**config.mk**
```make
export PLATFORM = sky130hd
export DESIGN_NAME = overlay_mixer
export DESIGN_NICKNAME = d
export VERILOG_FILES = /design/src/rtl/overlay_pkg.sv /design/src/rtl/overlay_mixer_fade.sv /design/src/rtl/overlay_mixer.sv
export SDC_FILE = /design/constraint.sdc
export NUM_CORES = 1
export LEC_CHECK = 0
export ABC_AREA = 1
export BUFFER_PORTS_ARGS = -buffer_cell sky130_fd_sc_hd__buf_4
export CORE_MARGIN = 3
export CORE_UTILIZATION = 35
export CTS_BUF_LIST = sky130_fd_sc_hd__clkbuf_16
export CTS_CLUSTER_DIAMETER = 150
export DETAILED_ROUTE_END_ITERATION = 7
export PLACE_DENSITY = 0.6
export SLEW_MARGIN = 5
export SYNTH_ARGS = -nofsm -noshare
export SYNTH_HDL_FRONTEND = slang
export SYNTH_SLANG_ARGS = --single-unit
```
**constraint.sdc**
```tcl
create_clock -name clk -period 2.6 [get_ports clk]
set_input_delay 0.39 -clock clk [delete_from_list [all_inputs] [get_ports clk]]
set_output_delay 0.39 -clock clk [all_outputs]
set_load 0.1 [all_outputs]
```
**src/rtl/overlay_pkg.sv**
```systemverilog
// overlay_pkg: shared definitions for the overlay mixer slice.
//   - colour constants in {R1,G1,B1,R0,G0,B0} packing
//   - fade FSM state encoding and the top fade level
//   - pin_pack(): maps {hs, vs, rgb6} onto the TinyTapeout VGA PMOD order
//     {hsync, B0, G0, R0, vsync, B1, G1, R1}
package overlay_pkg;

  localparam logic [5:0] BLACK = 6'b000000;
  localparam logic [5:0] GOLD  = 6'b110110;
  localparam logic [5:0] RED   = 6'b100100;

  localparam logic [2:0] LEVEL_MAX = 3'd4;

  typedef enum logic [1:0] {
    HIDDEN   = 2'd0,
    FADE_IN  = 2'd1,
    SHOWN    = 2'd2,
    FADE_OUT = 2'd3
  } fade_state_t;

  // rgb bit positions: [5]=R1 [4]=G1 [3]=B1 [2]=R0 [1]=G0 [0]=B0
  function automatic logic [7:0] pin_pack(input logic hs, input logic vs,
                                          input logic [5:0] rgb);
    return {hs, rgb[0], rgb[1], rgb[2], vs, rgb[3], rgb[4], rgb[5]};
  endfunction

endpackage

```
**src/rtl/overlay_mixer_fade.sv**
```systemverilog
// fade_ctrl: frame-synchronous fade controller for the overlay.
//   clk, rst_n   : pixel clock, asynchronous active-low reset
//   vsync_in     : vertical sync at pin polarity (active-low)
//   ov_en        : asynchronous overlay enable
//   fade_level   : current fade level 0..4
//   fade_busy    : high while fading in or out
//   fb           : single-cycle frame-boundary pulse (vsync falling edge)
module fade_ctrl
  import overlay_pkg::*;
#(
  parameter int FADE_FRAMES = 8,
  parameter int CNT_W       = 8
) (
  input  logic       clk,
  input  logic       rst_n,
  input  logic       vsync_in,
  input  logic       ov_en,
  output logic [2:0] fade_level,
  output logic       fade_busy,
  output logic       fb
);

  localparam logic [CNT_W-1:0] CNT_LAST = CNT_W'(FADE_FRAMES - 1);

  logic             en_meta;
  logic             en_s;
  logic             vs_q;
  fade_state_t      state, state_nx;
  logic [2:0]       level, level_nx;
  logic [CNT_W-1:0] cnt, cnt_nx;

  // Two-flop synchronizer for the enable, plus the previous vsync sample
  // used for edge detection.
  always_ff @(posedge clk or negedge rst_n) begin
    if (!rst_n) begin
      en_meta <= 1'b0;
      en_s    <= 1'b0;
      vs_q    <= 1'b1;
    end else begin
      en_meta <= ov_en;
      en_s    <= en_meta;
      vs_q    <= vsync_in;
    end
  end

  assign fb = vs_q & ~vsync_in;

  // Fade state, level and frame counter registers.
  always_ff @(posedge clk or negedge rst_n) begin
    if (!rst_n) begin
      state <= HIDDEN;
      level <= 3'd0;
      cnt   <= '0;
    end else begin
      state <= state_nx;
      level <= level_nx;
      cnt   <= cnt_nx;
    end
  end

  // Next-state logic: everything moves only on a frame boundary so a frame
  // is always rendered at a single level. Level steps saturate at 0 and
  // LEVEL_MAX, which also covers a direction reversal at either end.
  always_comb begin
    state_nx = state;
    level_nx = level;
    cnt_nx   = cnt;
    if (fb) begin
      case (state)
        HIDDEN: begin
          if (en_s) begin
            state_nx = FADE_IN;
            cnt_nx   = '0;
          end
        end
        FADE_IN: begin
          if (!en_s) begin
            state_nx = FADE_OUT;
            cnt_nx   = '0;
          end else if (cnt == CNT_LAST) begin
            cnt_nx   = '0;
            level_nx = (level >= LEVEL_MAX - 3'd1) ? LEVEL_MAX : level + 3'd1;
            if (level_nx == LEVEL_MAX) state_nx = SHOWN;
          end else begin
            cnt_nx = cnt + 1'b1;
          end
        end
        SHOWN: begin
          if (!en_s) begin
            state_nx = FADE_OUT;
            cnt_nx   = '0;
          end
        end
        FADE_OUT: begin
          if (en_s) begin
            state_nx = FADE_IN;
            cnt_nx   = '0;
          end else if (cnt == CNT_LAST) begin
            cnt_nx   = '0;
            level_nx = (level <= 3'd1) ? 3'd0 : level - 3'd1;
            if (level_nx == 3'd0) state_nx = HIDDEN;
          end else begin
            cnt_nx = cnt + 1'b1;
          end
        end
        default: begin
          state_nx = HIDDEN;
          level_nx = 3'd0;
          cnt_nx   = '0;
        end
      endcase
    end
  end

  assign fade_level = level;
  assign fade_busy  = (state == FADE_IN) || (state == FADE_OUT);

endmodule

```
**src/rtl/overlay_mixer.sv**
```systemverilog
// overlay_mixer: final pixel stage driving the VGA PMOD pins.
//   clk, rst_n          : pixel clock, asynchronous active-low reset
//   hsync_in, vsync_in  : syncs at pin polarity (active-low)
//   active_in           : visible-area flag
//   bg_rgb              : background colour {R1,G1,B1,R0,G0,B0}
//   ov_draw, ov_rgb     : overlay pixel valid and colour
//   ov_en               : asynchronous overlay enable
//   uo_out              : {hsync, B0, G0, R0, vsync, B1, G1, R1}, registered
//   fade_level          : current fade level 0..4
//   fade_busy           : high while fading
module overlay_mixer
  import overlay_pkg::*;
#(
  parameter int FADE_FRAMES = 8,
  parameter int CNT_W       = 8
) (
  input  logic       clk,
  input  logic       rst_n,
  input  logic       hsync_in,
  input  logic       vsync_in,
  input  logic       active_in,
  input  logic [5:0] bg_rgb,
  input  logic       ov_draw,
  input  logic [5:0] ov_rgb,
  input  logic       ov_en,
  output logic [7:0] uo_out,
  output logic [2:0] fade_level,
  output logic       fade_busy
);

  logic       fb;
  logic       hs_q;
  logic       pp;
  logic       lp;
  logic       line_edge;
  logic       dither;
  logic       sel;
  logic [5:0] colour;

  fade_ctrl #(
    .FADE_FRAMES(FADE_FRAMES),
    .CNT_W      (CNT_W)
  ) u_fade (
    .clk       (clk),
    .rst_n     (rst_n),
    .vsync_in  (vsync_in),
    .ov_en     (ov_en),
    .fade_level(fade_level),
    .fade_busy (fade_busy),
    .fb        (fb)
  );

  assign line_edge = hs_q & ~hsync_in;

  // Pixel and line parity form a 2x2 ordered-dither cell. Line parity is
  // cleared on the frame boundary (taking priority over a coincident line
  // edge) so every frame starts the pattern at the same phase.
  always_ff @(posedge clk or negedge rst_n) begin
    if (!rst_n) begin
      hs_q <= 1'b1;
      pp   <= 1'b0;
      lp   <= 1'b0;
    end else begin
      hs_q <= hsync_in;
      pp   <= active_in ? ~pp : 1'b0;
      if (fb)             lp <= 1'b0;
      else if (line_edge) lp <= ~lp;
    end
  end

  // Dither masks: 1/4, checkerboard, 3/4 of the 2x2 cell for levels 1..3.
  always_comb begin
    dither = 1'b0;
    case (fade_level)
      3'd0:    dither = 1'b0;
      3'd1:    dither = ~pp & ~lp;
      3'd2:    dither = ~(pp ^ lp);
      3'd3:    dither = ~(pp & lp);
      default: dither = 1'b1;
    endcase
  end

  assign sel    = ov_draw & dither;
  assign colour = active_in ? (sel ? ov_rgb : bg_rgb) : BLACK;

  // Colour and both syncs share one register so they stay aligned.
  always_ff @(posedge clk or negedge rst_n) begin
    if (!rst_n) uo_out <= pin_pack(1'b1, 1'b1, BLACK);
    else        uo_out <= pin_pack(hsync_in, vsync_in, colour);
  end

endmodule

```
==> summary.txt <==
Run status
  – Outcome: finished, final reports clean

Critical path
  – Critical-path top delay cell: dfrtp_1
  – Slowest Stage Delay on Critical Path: around 0.40 ns
  – Reg2Reg Capture Point: uo_out[5]
  – Capturing element type of the critical path: output pin
  – Kind of launch point of the worst setup path: flip-flop
  – R2R cell count: 8
  – Cells along the critical path: ha_1, inv_2, nand2_1, buf_4
  – Worst endpoint data arrival time: 1.43 ns
  – Worst Setup Path Type: reg -> out
  – Crit-path leading delay family: flip-flops
  – R2r setup slk: a little over 0.9 ns
  – Reg2reg start: u_fade.fade_level[0]
  – Depth of the critical timing path with buffers and inverters included: 4
  – Data required time of the worst path: around 2.2 ns
  – Highest fanout seen on the critical path: 6
  – Total buffers and inverters traversed by the critical path: 2

Clock network
  – Clock sinks: 25
  – Cell at the root of the clock tree: clkbuf_16
  – TritonCTS buffer count: 3
  – Max clock buf depth: 2
  – TritonCTS clock tree: done
  – H-Tree Level Count: 1
  – Clock input transition at the sequential cells of the worst setup and hold paths: around 0.060 ns
  – Setup fix buffers added after clock tree synthesis: 0
  – Count of cells resized by post-cts repair: 0
  – Hold-fix buffers, CTS: 0
  – Clock latency at the later pin of the worst-skew pair: 0.25 ns

Logic synthesis
  – Mapped Avg Cell Area: ~8.0 um^2
  – Distinct cell type count after synthesis: 31
  – Post-synthesis sequential element count: 25
  – Mapped Cells: between 150 and 200
  – Cell area after technology mapping: ~1600 um^2
  – Number of warnings issued by yosys: 0
  – Post-Syn Nets: 231
  – Part of the Yosys area used for sequential elements: approximately two fifths

Placement
  – Total placed instance area: around 1900 um^2
  – RePlAce Congestion: ~0.79
  – DP Wirelength: approximately 2400 um
  – IO Port Bufs: 30

Global route
  – Total track usage: 12.59%
  – Most congested layer reported by global routing: met2
  – Wire length of the first global-routing pass: ~5400 um
  – GR Overflow Total: 0
  – Fraction of met2 tracks used by global routing: between 10% and 20%
  – Global Route met3 Usage: 2.462%
  – Via count of the first global-routing pass: ~1300
  – Met1 track demand over resource in global routing: between 10% and 20%
  – Number of antenna violations at the first check in global routing: 0
  – Maximum number of pins on one net before global-route repair: 26

Cells and area
  – Final design instance area without fill: 1936 um^2
  – Leading cell type in the layout, fill and taps excluded: nand2_1
  – Area growth from synthesis to final layout: 21.43%
  – Total Nets Final: between 200 and 300
  – Number of diodes added for antenna fixing: 0
  – Commonest cells after routing, fill and taps aside: nand2_1 (45), buf_4 (30), nor2_1 (24)
  – Fraction of layout instances using a drive strength above 1: 27.39%

Timing
  – Relative slew slack: about 80%
  – Final Hold Vio Count: 0
  – Max-slew violation count: 0
  – Final setup skew: 0.001579 ns
  – Final worst path period share: between 70% and 80%
  – # setup viols final: 0
  – RSZ-0062 raised after global routing: false
  – Peak clock frequency supported by timing: ~0.55 GHz
  – Summed negative setup slack over all endpoints: 0 ns
  – Period minus WS final: ~1.8 ns
  – Transition time of the tightest slew-check pin: roughly 0.32 ns

Route
  – Routed length per instance: roughly 11 um
  – Final Routed Wirelength: between 2000 and 3000 um
  – Count of routing violations after the opening detailed-route iteration: 62
  – Detailed-routing iteration count for the pre-antenna-repair pass: 4
  – Vias per Instance: 4.593
  – Antenna-violating nets left: 0
  – Vias: approximately 1300
  – Remaining design rule violation count: 0

Floorplanning
  – Number of cell rows: 23
  – Initial core utilization: between 30% and 40%
  – Die ar.: 5400 um^2
  – Floorplan die width: between 70 and 80 um
  – Placeable core area: between 4000 and 5000 um^2
  – Die height: about 73 um
  – I/O pin cnt: 31

Pwr
  – Peak ir drop on the vdd network: roughly 0.00038 V
  – Power per standard cell area: about 650 nW/um^2
  – Total leakage power: 0.9974 nW

Min path
  – Classification of the worst-slack hold path: in -> async

Run
  – Reported max-cap violation count: 0
## logic make-up (layout without fill, tap and decap cells)
family | after synthesis | count (layout) | synth area share [%]
compound gates | 14 | 14 | 5.181
buf+inv | 30 | 61 | 8.084
simple gates | 115 | 115 | 36.03
xor+xnor | 2 | 2 | 1.099
flops | 25 | 25 | 39.40
fa+ha+maj | 13 | 13 | 10.20
## report_power, final
part	internal (mW)	switching, mW	total, mW
Sequential	0.433	0.0372	0.471
Clock	0.207	0.128	0.334
Combinational	0.136	0.316	0.451
## routing by layer
layer  wire length [um]  part of all wire, %  vias to the layer above
met2               1277                   43                       24
met4                 38                  1.3                        0
met5                  0                    0                        -
met1               1537                   52                      572
li1                   -                    -                      685
met3                129                  4.3                        5
## state kept, by name, indices dropped and copies added (netlist names)
signal / count
u_fade.en_meta: 1
u_fade.cnt: 8
u_fade.state: 2
hs_q: 1
u_fade.en_s: 1
lp: 1
u_fade.fade_level: 3
pp: 1
uo_out: 7
## metrics by stage
stage	setup WS, ns	utilization (%)	hold slack [ns]	power, mW	std cells
2_1_floorplan	0.3565	-	0.09441	0.8246	199
3_3_place_gp	0.9416	44.16	0.3199	0.9313	276
3_5_place_dp	0.9191	44.16	0.3208	0.9333	276
4_1_cts	0.7617	46.07	0.04601	1.275	280
5_1_grt	0.6908	46.07	0.05239	1.347	280
6_report	0.7783	46.07	0.02581	1.256	280
## area by class of cell
class	count	area (um^2)
fill	412	2266
clock buffer	3	75.07
sequential	25	628.1
timing repair buffer	30	225.2
clock inverter	1	5.005
multi-input combinational	144	837.1
tap	50	62.56
inverter	27	102.6
## Yosys cell counts (all sizes together)
| library cell | count | share of area (%) |
|---|---|---|
| buf | 3 | 1.6 |
| dfrtp | 23 | 36 |
| and2 | 2 | 0.94 |
| a21oi | 3 | 0.94 |
| nor3 | 2 | 0.94 |
| o21ai | 5 | 1.6 |
| o22ai | 1 | 0.39 |
| o21a | 1 | 0.47 |
| nand2 | 47 | 11 |
| nor2 | 39 | 12 |
| clkinv | 1 | 0.31 |
| nand3b | 7 | 3.3 |
| xor2 | 2 | 1.1 |
| o21bai | 1 | 0.47 |
| nand3 | 15 | 6.4 |
| ha | 13 | 10 |
| a31oi | 1 | 0.39 |
| dfstp | 2 | 3.3 |
| o211ai | 2 | 0.94 |
| nand4 | 3 | 1.2 |
| inv | 26 | 6.1 |
## worst max path at each step
stage | from | end | slack (ns)
finish | u_fade.state[0] | fade_busy | 0.78
global route | u_fade.state[0] | fade_busy | 0.69
CTS | u_fade.state[0] | fade_busy | 0.76
detailed placement | u_fade.state[0] | u_fade.state[0] | 0.92
global placement | u_fade.fade_level[0] | u_fade.state[1] | 0.94
floorplan | u_fade.fade_level[0] | uo_out[0] | 0.36
Note: power is estimated with default switching activity, not from simulation.
